File: src/rtl/matrix_mem_arbiter.sv
// Round-robin arbiter sharing one matrix register-file port between two engines.
// Reads are held requests with a pulsed ready; writes are posted into a one-entry buffer per requester.
module matrix_mem_arbiter #(
  parameter int size          = 4,
  parameter int cell_width    = 16,
  parameter int address_width = 8,
  parameter int width         = cell_width * size
) (
  input  logic                     in_clk,
  input  logic                     in_reset,
  input  logic [address_width-1:0] in_r0_address,
  input  logic [1:0]               in_r0_type,
  input  logic [1:0]               in_r0_matrix,
  input  logic                     in_r0_read_en,
  input  logic                     in_r0_write_en,
  input  logic [width-1:0]         in_r0_data,
  input  logic                     in_r0_lock,
  input  logic [address_width-1:0] in_r1_address,
  input  logic [1:0]               in_r1_type,
  input  logic [1:0]               in_r1_matrix,
  input  logic                     in_r1_read_en,
  input  logic                     in_r1_write_en,
  input  logic [width-1:0]         in_r1_data,
  input  logic                     in_r1_lock,
  output logic [width-1:0]         out_r0_data,
  output logic                     out_r0_data_ready,
  output logic [width-1:0]         out_r1_data,
  output logic                     out_r1_data_ready,
  output logic [address_width-1:0] out_mem_address,
  output logic [1:0]               out_mem_type,
  output logic [1:0]               out_mem_matrix,
  output logic                     out_mem_read_en,
  output logic                     out_mem_write_en,
  output logic [width-1:0]         out_mem_data,
  input  logic [width-1:0]         in_mem_data,
  input  logic                     in_mem_data_ready,
  output logic [1:0]               out_grant,
  output logic                     out_busy,
  output logic                     out_overflow
);

  typedef enum logic [1:0] {S_IDLE, S_WRITE, S_READ, S_DONE} state_t;

  state_t state, state_next;

  logic rr;
  logic lock_valid;
  logic lock_owner;
  logic owner;
  logic [1:0] wpend;

  logic [address_width-1:0] wbuf_address [2];
  logic [1:0]               wbuf_type    [2];
  logic [1:0]               wbuf_matrix  [2];
  logic [width-1:0]         wbuf_data    [2];

  logic [address_width-1:0] req_address [2];
  logic [1:0]               req_type    [2];
  logic [1:0]               req_matrix  [2];
  logic [width-1:0]         req_data    [2];
  logic [1:0]               req_read;
  logic [1:0]               req_write;
  logic [1:0]               req_lock;

  logic       lock_keep;
  logic [1:0] elig;
  logic       any_elig;
  logic       winner;
  logic       grant_idle;
  logic [1:0] grant_wr;

  always_comb begin
    req_address[0] = in_r0_address;
    req_address[1] = in_r1_address;
    req_type[0]    = in_r0_type;
    req_type[1]    = in_r1_type;
    req_matrix[0]  = in_r0_matrix;
    req_matrix[1]  = in_r1_matrix;
    req_data[0]    = in_r0_data;
    req_data[1]    = in_r1_data;
    req_read       = {in_r1_read_en, in_r0_read_en};
    req_write      = {in_r1_write_en, in_r0_write_en};
    req_lock       = {in_r1_lock, in_r0_lock};
  end

  // The owner dropping its lock in S_IDLE releases it before this cycle's pick.
  always_comb begin
    lock_keep   = lock_valid && req_lock[lock_owner];
    elig[0]     = (wpend[0] || req_read[0]) && (!lock_keep || !lock_owner);
    elig[1]     = (wpend[1] || req_read[1]) && (!lock_keep || lock_owner);
    any_elig    = |elig;
    winner      = (elig[0] && elig[1]) ? rr : elig[1];
    grant_idle  = (state == S_IDLE) && any_elig;
    grant_wr[0] = grant_idle && !winner && wpend[0];
    grant_wr[1] = grant_idle && winner && wpend[1];
  end

  always_ff @(posedge in_clk) begin
    if (in_reset) state <= S_IDLE;
    else          state <= state_next;
  end

  always_comb begin
    state_next        = state;
    out_mem_read_en   = 1'b0;
    out_mem_write_en  = 1'b0;
    out_r0_data_ready = 1'b0;
    out_r1_data_ready = 1'b0;
    out_grant         = 2'b00;
    out_busy          = (state != S_IDLE);
    if (state != S_IDLE) out_grant = owner ? 2'b10 : 2'b01;
    case (state)
      S_IDLE: begin
        if (any_elig) state_next = wpend[winner] ? S_WRITE : S_READ;
      end
      S_WRITE: begin
        out_mem_write_en = 1'b1;
        state_next       = S_IDLE;
      end
      S_READ: begin
        out_mem_read_en = 1'b1;
        if (in_mem_data_ready) state_next = S_DONE;
      end
      S_DONE: begin
        out_r0_data_ready = !owner;
        out_r1_data_ready = owner;
        state_next        = S_IDLE;
      end
      default: state_next = S_IDLE;
    endcase
  end

  always_ff @(posedge in_clk) begin
    if (in_reset) begin
      rr              <= 1'b0;
      lock_valid      <= 1'b0;
      lock_owner      <= 1'b0;
      owner           <= 1'b0;
      wpend           <= '0;
      out_overflow    <= 1'b0;
      out_mem_address <= '0;
      out_mem_type    <= '0;
      out_mem_matrix  <= '0;
      out_mem_data    <= '0;
      out_r0_data     <= '0;
      out_r1_data     <= '0;
      for (int unsigned k = 0; k < 2; k++) begin
        wbuf_address[k] <= '0;
        wbuf_type[k]    <= '0;
        wbuf_matrix[k]  <= '0;
        wbuf_data[k]    <= '0;
      end
    end else begin
      // A capture on the granting edge refills the buffer being drained, so it is not an overflow.
      for (int unsigned k = 0; k < 2; k++) begin
        if (req_write[k]) begin
          if (wpend[k] && !grant_wr[k]) begin
            out_overflow <= 1'b1;
          end else begin
            wbuf_address[k] <= req_address[k];
            wbuf_type[k]    <= req_type[k];
            wbuf_matrix[k]  <= req_matrix[k];
            wbuf_data[k]    <= req_data[k];
            wpend[k]        <= 1'b1;
          end
        end else if (grant_wr[k]) begin
          wpend[k] <= 1'b0;
        end
      end

      if (state == S_IDLE) begin
        lock_valid <= lock_keep;
        if (any_elig) begin
          owner <= winner;
          rr    <= !winner;
          if (req_lock[winner]) begin
            lock_valid <= 1'b1;
            lock_owner <= winner;
          end
          if (wpend[winner]) begin
            out_mem_address <= wbuf_address[winner];
            out_mem_type    <= wbuf_type[winner];
            out_mem_matrix  <= wbuf_matrix[winner];
            out_mem_data    <= wbuf_data[winner];
          end else begin
            out_mem_address <= req_address[winner];
            out_mem_type    <= req_type[winner];
            out_mem_matrix  <= req_matrix[winner];
            out_mem_data    <= '0;
          end
        end
      end

      if (state == S_READ && in_mem_data_ready) begin
        if (owner) out_r1_data <= in_mem_data;
        else       out_r0_data <= in_mem_data;
      end
    end
  end

endmodule

File: config.mk
export PLATFORM = sky130hd
export DESIGN_NAME = matrix_mem_arbiter
export DESIGN_NICKNAME = d
export VERILOG_FILES = /design/src/rtl/matrix_mem_arbiter.sv
export SDC_FILE = /design/constraint.sdc
export NUM_CORES = 1
export LEC_CHECK = 0
export ABC_AREA = 1
export CAP_MARGIN = 20
export CORE_MARGIN = 2
export CORE_UTILIZATION = 45
export CTS_BUF_LIST = sky130_fd_sc_hd__clkbuf_8
export CTS_CLUSTER_DIAMETER = 120
export DETAILED_ROUTE_END_ITERATION = 8
export PLACE_DENSITY_LB_ADDON = 0.05
export SLEW_MARGIN = 10
export SYNTH_ARGS = -nofsm -noshare
export SYNTH_HDL_FRONTEND = slang
export SYNTH_SLANG_ARGS = --single-unit
File: constraint.sdc
create_clock -name in_clk -period 4 [get_ports in_clk]
set_clock_uncertainty 0.15 [all_clocks]
set_input_delay 0.4 -clock in_clk [delete_from_list [all_inputs] [get_ports in_clk]]
set_output_delay 0.4 -clock in_clk [all_outputs]
set_load 0.05 [all_outputs]
# After elaboration in Yosys (flattened, before gate mapping)
# Memory sizes are Yosys's and may differ from the RTL's.
# Index checks and enable logic that the tools add are counted.
dict set report totals {
  ff_bits 213
  ramBits 152
  wordCells 133
  n_memories 4
}
# name words word_bits rd rd_clocked_by_memory_dff wr line_no
set memory_table {}
lappend memory_table {wbuf_data 2 64 1 0 2 55} ;# logic [width-1:0] wbuf_data [2];
lappend memory_table {wbuf_address 2 8 1 0 2 52} ;# logic [address_width-1:0] wbuf_address [2];
lappend memory_table {wbuf_matrix 2 2 1 0 2 54} ;# logic [1:0] wbuf_matrix [2];
lappend memory_table {wbuf_type 2 2 1 0 2 53} ;# logic [1:0] wbuf_type [2];
dict set report classes {
  n_lt_le_gt_ge 3
  n_eq_ne 7
  muxes 60
  bitwise 10
  reduce_logical 35
}
# cell n
set ops {}
lappend ops {{64-bit two-way mux} 3}
lappend ops {{8-bit two-way mux} 6}
lappend ops {{2-bit two-way mux} 17}
lappend ops {{1-bit two-way mux} 33}
lappend ops {{1-bit logical AND} 12}
lappend ops {{2-bit AND reduction} 6}
lappend ops {{2-bit inequality test, second input constant} 4}
lappend ops {{1-bit bitwise OR} 8}
lappend ops {{1-bit zero test} 6}
lappend ops {{2-bit one-hot mux with 3 select lines} 1}
lappend ops {{2-bit nonzero test} 3}
lappend ops {{2-bit equality test, second input constant} 2}
lappend ops {{1-bit logical OR} 4}
lappend ops {{1-bit by 2-bit < comparator with 1-bit output, second input constant} 2}
lappend ops {{2-bit OR reduction} 2}
lappend ops {{3-bit AND reduction} 1}
lappend ops {{2-bit by 1-bit equality test with 1-bit output, second input constant} 1}
lappend ops {{2-bit >= comparator, second input constant} 1}
lappend ops {{2-bit zero test} 1}
lappend ops {{1-bit NOT with 2-bit output} 1}
lappend ops {{1-bit NOT} 1}

# Longest topological paths before layout
dict set report logic_depth {
  word_depth 18
  mapped_depth 13
}

# Worst setup path before layout
# OpenSTA, ideal clock, no wires.
dict set report synth_timing {
  path_type {input-to-reg}
  startpoint {input in_r1_lock}
  endpoint {memory wbuf_address[1][0] (enable)}
  setup_time_ns 0.436
  t_arrival_ns 3.038
  t_required_ns 3.414
  slack_ns 0.376
  cell_stages 9
  cell_sequence {nand3_1 -> nand3_1 -> buf_2 -> nand3_2 -> nand2_2 -> nand3_4 -> buf_6 -> buf_4 -> nand2_1}
}
# element line_no
set synth_lines {}
lappend synth_lines {{start: declaration} 24} ;# input logic in_r1_lock,
lappend synth_lines {{end: declaration} 52}

==> key figures <==
STA
  • Worst slew pin tran: 1.10 ns
  • Final hold violation count: 0
  • Post-layout min period: approximately 3.3 ns
  • Fmax: between 0.3 and 0.4 GHz
  • RSZ-0062 raised after global routing: no
  • Slew headroom: 0.268
  • Setup TNS: 0 ns
  • Final Max Slew Viols: 0
  • Tcrit/Tclk final: 0.828
  • Final Setup Violations: 0

Global route
  • First-pass GRT wire length: approximately 70000 microns
  • Antenna violations before repair: 8
  • Largest net degree at the start of global routing: approximately 130
  • Grt ovf: 0
  • Vias in the first global route: roughly 13000
  • Tot GR Track Use: 0.250

Synthesis
  • Syn Nets: approximately 2000
  • Post-Syn Area per Cell: approximately 8.5 sq um
  • Mapped cell area: between 15000 and 20000 sq um
  • EDFF count, synth: between 150 and 200
  • Post-synth top flop: dfxtp_1
  • Yosys reg bits: between 300 and 400
  • Synth warn: 0
  • Share of the synthesized area in the top cell type: 0.301
  • Post-Syn Instances: 1795
  • Top post-synthesis cells by area: edfxtp_1 30%, dfxtp_1 28%, nand2_1 10%
  • Post-synth cell types: 28
  • Cell with the most instances after synthesis: nand2_1
  • Ys async rst share: 0
  • Largest area contributor in the netlist: edfxtp_1
  • Top cells by count, synth: 423 x nand2_1, 248 x a21oi_1, 240 x inv_1
  • Seq/Total Area, Yosys: 0.582

Clock tree
  • Setup bufs post-CTS: 0
  • Post_cts resized: 0
  • Total CTS buffers: 60
  • H-tree depth: 2
  • Clock buffer depth: 3
  • Worst skew pair latency: roughly 0.61 ns
  • Clock root buffer: clkbuf_8
  • TritonCTS clock tree: yes
  • CTS Sinks: around 370
  • CTS hold repair buffers: 0
  • Worst-path clk slew: roughly 0.06 ns

Floorplanning
  • Die footprint: 35200 sq um
  • I/O Pins: between 400 and 500
  • Starting density of the core: 0.455
  • Core area: between 30000 and 40000 sq um
  • Chip width: approximately 190 microns
  • Core Rows: 67
  • Die height: around 190 microns

Finish
  • Layout area overhead: 38.5%
  • Fin nets: ~2400
  • Finished Cell Area: ~21000 sq um
  • Share of layout cells above drive strength 1: 0.0767
  • Cell Count, Final, Fillers Out: approximately 2700
  • Final Util: 0.630

Setup path
  • Peak per-stage delay on the critical path: 0.90 ns
  • Worst path bufs/invs: 3
  • CP max-delay cell: buf_4
  • CP Capture Type: flop
  • Top cell family by delay on the critical path: buffers and inverters
  • Startpoint Class: flop
  • Crit-path cells: inv_2 > nand2_1 > nand3_1 > nand3_2 > nand2_2 > nand3_4 > buf_4 > buf_4 > a21oi_1
  • Worst-path fanout max: 88
  • Most frequent CP cell: buf_4
  • Crit path DAT: 3.48 ns
  • R2R cell count: 9
  • CP required: ~4.2 ns
  • Critical path depth in cells: 9
  • WS Path Type: flop to flop

Worst hold path
  • Hold depth: 3
  • Min-Delay Path Class: input pin to flop

Drt
  • Final wirelength: ~45000 microns
  • Initial DRC count: ~770
  • Via Count: 13100
  • Drt wl/cell: 16.8 microns
  • Post-route ant nets: 0
  • Vias per cell: 4.85
  • DRC violations left: 0
  • First-pass detailed-route iteration total: 4

Placement
  • IO Port Bufs: approximately 440
  • Area after DPL: around 20000 sq um
  • Dpl hpwl: ~30000 microns
  • Cells after DPL: between 2000 and 3000
  • RD Place Congestion: slightly above 0.8

Flow run
  • Maximum Capacitance Violations: 0

Pwr
  • Pwr dens: between 500 and 600 nW/um^2
  • LEAKAGE: ~0.0087 uW
  • VDD IR max: 0.332 mV

Outcome
  • Status: completed
## stage by stage
stage                     hold WS, ns  setup WS [ns]  total power, uW
after floorplan                 0.290          0.376             6580
after global placement          0.281          0.349             7620
after detailed placement        0.285          0.286             7660
after CTS                       0.225          0.720            10900
after global routing            0.248          0.491            11300
final                           0.280          0.687            10800
## state kept, by name, summed over array words and instances (netlist names), 4 cells and up
name and cells:
out_mem_address 8, out_mem_data 64, out_r0_data 64, out_r1_data 64, wbuf_address 16, wbuf_data 128, wbuf_matrix 4, wbuf_type 4
## logic make-up (layout without fill, tap and decap cells)
logic type | after synthesis | count (layout) | share of synthesized area
AO/OA/AOI/OAI | 420 | 420 | 0.150
flip-flops | 365 | 365 | 0.582
AND/OR/NAND/NOR | 640 | 640 | 0.167
buffers and inverters | 370 | 818 | 0.101
other | 0 | 5 | 0
## report_power, final
group	switching (uW)	leakage [uW]	internal, uW
clock network	1500	0.000698	1700
registers	174	0.00335	4340
logic	2070	0.00463	1000
## layout make-up
type	instances	area, sq um
diodes	5	12.5
inverters	248	932
clock inverters	34	144
multi-input cells	1060	4850
flip-flops and latches	365	8830
clock buffers	76	1050
fillers	3014	12400
repair buffers	460	4640
well taps	448	561
## worst paths after layout
| check | start | end | slack [ns] |
|---|---|---|---|
| setup / recovery | wpend[0] | wbuf_data[0][7] | 0.69 |
| hold reg to reg | out_r1_data[54] | out_r1_data[54] | 0.29 |
| setup reg to reg | wpend[0] | wbuf_data[0][7] | 0.69 |
| hold / removal | in_r1_data[0] | wbuf_data[1][0] | 0.28 |
## metal layers
metal | track usage | share of wire
met5 | 0 | 0.00064
met4 | 0.101 | 0.031
met3 | 0.0910 | 0.093
met2 | 0.416 | 0.48
met1 | 0.293 | 0.39
## cells in the final DEF (no fill, tap or decap), types with 2 or more instances in the layout
cell	instances
clkdlybuf4s50_1	435
nand2_1	420
inv_1	262
a21oi_1	248
dfxtp_1	213
nor2_1	156
edfxtp_1	152
o21ai_0	128
clkbuf_8	76
nand3_1	46
a21oi_2	39
buf_4	18
inv_2	7
clkinv_2	7
buf_12	6
diode_2	5
nand2_2	4
nand2_4	4
clkinv_1	4
nand3_4	3
nand3_2	2
nor3_1	2
o211ai_1	2
## worst reg2reg max path: stages (launching register included)
cell,delay (ns)
dfxtp_1,0.42
inv_2,0.08
nand2_1,0.08
nand3_1,0.11
nand3_2,0.14
nand2_2,0.08
nand3_4,0.08
buf_4,0.65
buf_4,0.92
a21oi_1,0.29
No activity file was read; power rests on OpenSTA's default activity.
